**config.mk**
```make
export PLATFORM = sky130hd
export DESIGN_NAME = rr_grant_arbiter
export DESIGN_NICKNAME = d
export VERILOG_FILES = /design/src/rtl/coder_pkg.sv /design/src/rtl/rr_pick.sv /design/src/rtl/rr_grant_arbiter.sv
export SDC_FILE = /design/constraint.sdc
export NUM_CORES = 1
export LEC_CHECK = 0
export BUFFER_PORTS_ARGS = -buffer_cell sky130_fd_sc_hd__buf_2
export CORE_ASPECT_RATIO = 1.5
export CORE_MARGIN = 4
export CORE_UTILIZATION = 30
export CTS_CLUSTER_SIZE = 20
export DETAILED_ROUTE_END_ITERATION = 12
export HOLD_SLACK_MARGIN = 0.15
export PLACE_DENSITY = 0.44
export SETUP_SLACK_MARGIN = 0.02
export SLEW_MARGIN = 5
export SYNTH_ARGS = -nofsm -noshare
export SYNTH_HDL_FRONTEND = slang
export SYNTH_SLANG_ARGS = --single-unit
```
**constraint.sdc**
```tcl
create_clock -name clk -period 4.45 [get_ports clk]
set_input_delay 0.2225 -clock clk [delete_from_list [all_inputs] [get_ports clk]]
set_output_delay 0.2225 -clock clk [all_outputs]
set_load 0.005 [all_outputs]
```
**src/rtl/coder_pkg.sv**
```systemverilog
// Shared definitions for the round-robin arbiter and the downstream 8-to-3 coder:
// widths, arbiter state encoding, the one-hot grant type and a one-hot-to-index helper.
package coder_pkg;

    localparam int N_REQ = 8;
    localparam int IDX_W = 3;

    localparam logic [1:0] IDLE    = 2'd0;
    localparam logic [1:0] GRANT   = 2'd1;
    localparam logic [1:0] RELEASE = 2'd2;

    typedef logic [N_REQ-1:0] onehot_t;

    // Valid only for a one-hot or all-zero input, which is all the arbiter ever produces.
    function automatic logic [IDX_W-1:0] onehot_to_idx(input onehot_t oh);
        logic [IDX_W-1:0] idx;
        idx = {IDX_W{1'b0}};
        for (int i = 0; i < N_REQ; i++) begin
            if (oh[i]) begin
                idx = idx | IDX_W'(i);
            end else begin
                idx = idx;
            end
        end
        return idx;
    endfunction

endpackage

```
**src/rtl/rr_pick.sv**
```systemverilog
// Combinational rotate-and-priority selector: returns the first set request
// scanning upward from ptr_i (modulo N_REQ) as a one-hot vector.
module rr_pick
    import coder_pkg::*;
(
    input  logic [N_REQ-1:0] req_i,
    input  logic [IDX_W-1:0] ptr_i,
    output onehot_t          pick_o,
    output logic             valid_o
);

    // Scan from the pointer; the index width wraps the search naturally modulo 8.
    always_comb begin
        logic             found_s;
        logic [IDX_W-1:0] idx_s;
        onehot_t          pick_s;
        found_s = 1'b0;
        idx_s   = {IDX_W{1'b0}};
        pick_s  = {N_REQ{1'b0}};
        for (int k = 0; k < N_REQ; k++) begin
            idx_s = ptr_i + IDX_W'(k);
            if (!found_s && req_i[idx_s]) begin
                pick_s[idx_s] = 1'b1;
                found_s       = 1'b1;
            end else begin
                pick_s = pick_s;
            end
        end
        pick_o  = pick_s;
        valid_o = found_s;
    end

endmodule

```
**src/rtl/rr_grant_arbiter.sv**
```systemverilog
// 8-requester round-robin arbiter with registered one-hot grant (IDLE/GRANT/RELEASE).
// Optional owner hold limit of MAX_HOLD cycles is compiled in with RR_GRANT_TIMEOUT_EN.
module rr_grant_arbiter
    import coder_pkg::IDX_W, coder_pkg::IDLE, coder_pkg::GRANT, coder_pkg::RELEASE,
           coder_pkg::onehot_t, coder_pkg::onehot_to_idx;
#(
    parameter int N_REQ    = 8,
    parameter int MAX_HOLD = 16
) (
    input  logic             clk,
    input  logic             rst,
    input  logic [N_REQ-1:0] req,
    output logic [N_REQ-1:0] grant,
    output logic             busy,
    output logic [IDX_W-1:0] ptr
);

    logic [1:0]       state_q, state_d;
    onehot_t          grant_q, grant_d;
    logic             busy_q, busy_d;
    logic [IDX_W-1:0] ptr_q, ptr_d;
    onehot_t          pick_s;
    logic             pick_valid_s;
    logic             owner_req_s;
    logic             timeout_hit_s;
    logic             hold_clr_s;
    logic [IDX_W-1:0] owner_idx_s;

    rr_pick u_pick (
        .req_i   (req),
        .ptr_i   (ptr_q),
        .pick_o  (pick_s),
        .valid_o (pick_valid_s)
    );

    assign owner_req_s = |(req & grant_q);
    assign owner_idx_s = onehot_to_idx(grant_q);

`ifdef RR_GRANT_TIMEOUT_EN
    logic [7:0] hold_q, hold_d;

    assign timeout_hit_s = (hold_q == 8'(MAX_HOLD - 1));

    // Hold counter: cleared when a grant is issued, counts every cycle spent in GRANT.
    always_comb begin
        hold_d = hold_q;
        if (hold_clr_s) begin
            hold_d = 8'd0;
        end else if (state_q == GRANT) begin
            hold_d = hold_q + 8'd1;
        end else begin
            hold_d = hold_q;
        end
    end

    // Hold counter register.
    always_ff @(posedge clk) begin
        if (rst) begin
            hold_q <= 8'd0;
        end else begin
            hold_q <= hold_d;
        end
    end
`else
    logic [7:0] unused_hold_s;

    assign unused_hold_s = 8'(MAX_HOLD);
    assign timeout_hit_s = 1'b0;
`endif

    // Next-state logic; the pointer moves only on release so grant issue never disturbs it.
    always_comb begin
        state_d    = state_q;
        grant_d    = grant_q;
        ptr_d      = ptr_q;
        hold_clr_s = 1'b0;
        case (state_q)
            IDLE: begin
                if (pick_valid_s) begin
                    grant_d    = pick_s;
                    state_d    = GRANT;
                    hold_clr_s = 1'b1;
                end else begin
                    grant_d = {N_REQ{1'b0}};
                end
            end
            GRANT: begin
                if (!owner_req_s || timeout_hit_s) begin
                    grant_d = {N_REQ{1'b0}};
                    ptr_d   = owner_idx_s + IDX_W'(1);
                    state_d = RELEASE;
                end else begin
                    grant_d = grant_q;
                end
            end
            RELEASE: begin
                grant_d = {N_REQ{1'b0}};
                state_d = IDLE;
            end
            default: begin
                grant_d = {N_REQ{1'b0}};
                state_d = IDLE;
            end
        endcase
        busy_d = |grant_d;
    end

    // State and output registers; reset has priority over every other event.
    always_ff @(posedge clk) begin
        if (rst) begin
            state_q <= IDLE;
            grant_q <= {N_REQ{1'b0}};
            busy_q  <= 1'b0;
            ptr_q   <= {IDX_W{1'b0}};
        end else begin
            state_q <= state_d;
            grant_q <= grant_d;
            busy_q  <= busy_d;
            ptr_q   <= ptr_d;
        end
    end

    assign grant = grant_q;
    assign busy  = busy_q;
    assign ptr   = ptr_q;

endmodule

```
# After elaboration in Yosys (flattened, before gate mapping)
# Cells that the tools add are included.
[totals]
reg_bits = 14
latchBits = 0
ram_bits = 0
romBits = 0
inputBits = 10
out_inout_bits = 12
elab_cells = 128
memories = 0
[classes]
add_sub_neg = 8
multipliers = 0
div = 0
n_lt_le_gt_ge = 16
n_eq_ne = 3
n_shift = 0
mux = 61
n_bitwise = 9
n_reduce_logical = 27
[op_table]
columns = ["op", "count"]
rows = [
  ["$mux W8", 10],
  ["$or A8 B8 Y8", 7],
  ["$lt A3 B4 Y1 const B", 8],
  ["$mux W1", 25],
  ["$bmux W1 S3", 8],
  ["$demux W1 S3", 8],
  ["$ge A3 B1 Y1 const B", 8],
  ["$pmux W8 S2", 1],
  ["$reduce_or A8 Y1", 2],
  ["$logic_and A1 B1 Y1", 15],
  ["$add A3 B3 Y3 const B", 4],
  ["$mux W3", 4],
  ["$and A8 B8 Y8", 1],
  ["$mux W2", 4],
  ["$logic_not A1 Y1", 7],
  ["$add A3 B1 Y3 const B", 2],
  ["$add A3 B2 Y3 const B", 2],
  ["$ne A2 B2 Y1 const B", 2],
  ["$pmux W2 S2", 1],
  ["$reduce_and A2 Y1", 2],
  ["$eq A2 B1 Y1 const B", 1],
  ["$logic_not A2 Y1", 1],
  ["$not A1 Y1", 1],
]

# Longest topological paths before layout
[depth]
ltp_word = 27
depth_mapped = 15
ltp_nobuf = 10

# Cells and area by module
# Synthesis repeated with hierarchy kept, for this count alone.
[hier_totals]
cells_unflattened = 180
hier_area_um2 = 1635.3
[modules_own_cells]
columns = ["module", "instances", "cells_per_inst", "area_each_um2", "seq_area_each_um2"]
rows = [
  ["rr_pick", 1, 125, 1044.8, 0.0],
  ["rr_grant_arbiter", 1, 55, 590.6, 280.3],
]

# Least setup slack after synthesis
# OpenSTA, ideal clock, no wires.
[synth_path]
path_type = "register -> register"
from = "register ptr_q[0] (netlist: ptr[0])"
to = "register busy_q (netlist: busy)"
setup_ns = 0.139
arrival_time_ns = 3.789
t_required_ns = 4.311
slack_ns = 0.522
stages_incl_launch_ff = 15
n_path_buf = 5
synth_period_minus_slack_ns = 3.928
cell_sequence = "dfxtp_1 > buf_2 > inv_1 > buf_1 > buf_1 > ha_1 > buf_6 > mux4_2 > mux2i_1 > a32oi_2 > buf_6 > o31ai_4 > a21oi_1 > a2111oi_2 > a41oi_2"
[synth_between]
elab_chain_cells = 27
elab_cells_between_ends = 103
cone_classes = "7 x add/sub; 16 x order compare; 50 x mux; 7 x bitwise; 23 x reduce/logical"
[synth_rtl]
columns = ["item", "line_no", "source"]
rows = [
  ["from (decl)", "rr_grant_arbiter.sv:21", "logic [IDX_W-1:0] ptr_q, ptr_d;"],
  ["from (signal assigned)", "rr_grant_arbiter.sv:114", "ptr_q <= {IDX_W{1'b0}};"],
  ["from (signal assigned)", "rr_grant_arbiter.sv:119", "ptr_q <= ptr_d;"],
  ["branches (longest 24 deep; another with $lt A3 B4 Y1)", "--", ""],
  ["$mux W8 (*)", "rr_grant_arbiter.sv:79", "if (pick_valid_s) begin"],
  ["$pmux W8 S2 (*)", "rr_grant_arbiter.sv:77", "case (state_q)"],
  ["$reduce_or A8 Y1 (*)", "rr_grant_arbiter.sv:105", "busy_d = |grant_d;"],
  ["to (signal assigned)", "rr_grant_arbiter.sv:118", "busy_q <= busy_d;"],
  ["to (decl)", "rr_grant_arbiter.sv:20", "logic busy_q, busy_d;"],
]
# Every way passes the cells marked *. The select of a mux whose other input is x is not followed.
# A chain may end at the register's enable or synchronous reset.

# Worst setup path after layout
[layout_path]
from = "register ptr_q[2] (netlist: ptr[2])"
to = "register busy_q (netlist: busy)"
# Same word-level chain as after synthesis.

==> impl_metrics.py <==
metrics = {
    "status": {
        "outcome": "finished, final reports clean",
    },
    "cells_and_area": {
        "fin_nets": 261,
        "diodes": 0,
        "drive_gt1_share_pct": 19.83,
        "fin_area_um2": 2146,
        "area.growth.synth_to_final_pct": 7.794,
    },
    "drt": {
        "via_per_inst": 6.220,
        "wirelength_mm": 6.992,
        "antenna_left": 0,
        "drc_errors": 0,
        "wire_per_inst_um": 21.99,
        "dr.pass1.iters": 5,
        "drtIter0Drc": 145,
        "dr_total_vias": 1978,
    },
    "timing": {
        "hold_viol": 0,
        "period_share_pct": 84.54,
        "worst_slew_pin_slew_ps": 790.4,
        "fin_ws_ps": 688.1,
        "rsz0062_at_grt": "no",
        "min_period_ps": 3762,
        "fmax_mhz": 265.8,
        "setup_tns_ps": 0,
        "skew_ps": 6.866,
        "slew_violations": 0,
        "relSlewSlack_pct": 46.61,
        "setup_viol": 0,
    },
    "die": {
        "start_util_pct": 30.69,
        "io_pins": 22,
        "fp.dieH_um": 107.8,
        "die_area_um2": 8030,
        "die_w_um": 74.51,
        "rows": 36,
        "coreArea_um2": 6486,
    },
    "yosys": {
        "synthTopCellsByArea": "dfxtp_1 (14%), mux4_1 (7.9%), mux4_2 (7.9%)",
        "yosysUniqueCellTypes": 53,
        "synthesis.area_um2": 1991,
        "yosys_most_used_dff": "dfxtp_1",
        "synth_top_cell_by_area": "dfxtp_1",
        "yosys.area.top_type_share_pct": 14.08,
        "async_flop_share_pct": 0,
        "syn-instance-count": 232,
        "synth-edff-count": 0,
        "ys.warnings.count": 0,
        "syn_avg_cell_area_um2": 8.580,
        "synth_most_common_cell": "nand2_1",
        "ys_seq_area_share_pct": 14.08,
        "synth_fp_nets": 249,
        "synth_common_cells": "nand2_1 (26), nor2_1 (20), a21oi_1 (14), dfxtp_1 (14)",
        "ys_ff_latch": 14,
    },
    "place": {
        "hpwlAfterDp_mm": 5.248,
        "dp_slack_ps": 777.2,
        "port_buffers": 21,
        "postPlaceCellArea_um2": 2105,
        "gp_congestion": 0.8994,
    },
    "setup_path": {
        "rr_worst_depth": 10,
        "reg2reg_slack_ps": 690,
        "crit_required_ps": 4610,
        "start_kind": "flip-flop",
        "r2r-start": "ptr[2]",
        "r2r-end": "busy",
        "end_kind": "flip-flop",
        "worstSetupPathType": "flip-flop to flip-flop",
        "worstPathArrival_ps": 3930,
        "cp-endpoint": "busy",
        "crit_fanout": 16,
        "startpoint": "ptr[2]",
    },
    "global_routing": {
        "antenna_found_initial": 0,
        "grt_overflow": 0,
        "grt_pass1_wl_mm": 11.51,
        "grt_pass1_vias": 2044,
        "grt_start_max_net_pins": 23,
        "grt_usage_pct": 18.62,
    },
    "clock_tree": {
        "clock_sinks": 14,
        "cts_buffers": 3,
        "cts.clk_slew.worst_paths_ps": 60,
        "cts_max_level": 1,
        "clock_latency_ps": 240,
        "cts_tree": "yes",
        "post_cts_resize_count": 0,
        "post_cts_buffers": 0,
        "postCtsHoldBufs": 0,
        "cts_root_buf": "clkbuf_8",
        "cts_buffer_depth": 2,
    },
    "job": {
        "cap_violations": 0,
    },
    "pwr": {
        "power.leakage_nw": 0.7657,
        "power_w": 0.001742,
        "peakVddDrop_mv": 0.2822,
        "cellPowerDensity_nw_per_um2": 811.9,
    },
    "worst_hold_path": {
        "hp-start": "rst",
        "hold_class": "primary input to flip-flop",
        "min_path_cells": 2,
    },
}
## worst min-delay path by stage
stage / to
2_1_floorplan: grant[2]
3_3_place_gp: state_q[1]
3_5_place_dp: state_q[1]
4_1_cts: ptr[2]
5_1_grt: ptr[1]
6_report: grant[0]
## stage by stage
step | utilization, % | hold WS [ps] | cells
floorplan | - | 294.1 | 232
global placement | 32.45 | 514.0 | 315
detailed placement | 32.45 | 523.8 | 315
CTS | 33.08 | 320.5 | 318
global route | 33.08 | 343.8 | 318
finish | 33.08 | 325.7 | 318
## flip-flops by register name, summed over array words and instances (netlist names)
| signal | count |
|---|---|
| busy | 1 |
| grant | 8 |
| ptr | 3 |
| state_q | 2 |
## routing by layer
layer	GRT usage [%]	share of wire (%)
met2	31.89	51
met4	8.779	4.8
met5	0	0
met3	0.7477	4.3
met1	23.34	40
## cells by family (layout without fill, tap and decap cells)
group	Yosys count	in the layout	synth area share, %
simple gates	98	98	25.46
flops	14	14	14.08
buf+inv	24	34	6.976
xor+xnor	5	5	2.200
mux	31	31	25.39
compound gates	53	53	21.50
fa+ha+maj	7	7	4.400
## cells in the final DEF, fill, tap and decap left out, types with 5 or more instances in the layout
cell type / n
inv_1: 5
dfxtp_1: 14
mux4_1: 6
buf_2: 21
mux4_2: 7
a21oi_1: 14
or3_1: 5
nor3_1: 5
a211oi_1: 5
nand2_1: 26
nand4_1: 13
ha_1: 7
mux2i_1: 13
nand3_1: 7
nor2_1: 20
nor2b_1: 8
## cell type report
type	count	area [um2]
fillers	722	4340
multi-input cells	194	1572
flip-flops and latches	14	280.3
repair buffers	25	135.1
well taps	76	95.09
clock buffers	3	41.29
inverters	6	22.52
## where the power goes
group | switching (W) | leakage, nW | total, W | internal, W
Sequential | 0.0000519 | 0.114 | 0.000221 | 0.000169
Clock | 0.0000420 | 0.0216 | 0.000102 | 0.0000597
Combinational | 0.000877 | 0.630 | 0.00142 | 0.000543
## critical path: stages, from the launching register on
cell and delay [ps]:
dfxtp_1 780, inv_1 150, ha_1 370, mux4_1 390, mux2i_1 650, nand4_1 190, a211oi_1 460, nand2_1 100
a32oi_1 300, a2111oi_2 100, a41oi_2 190
Power figures use the tool's default switching activity.
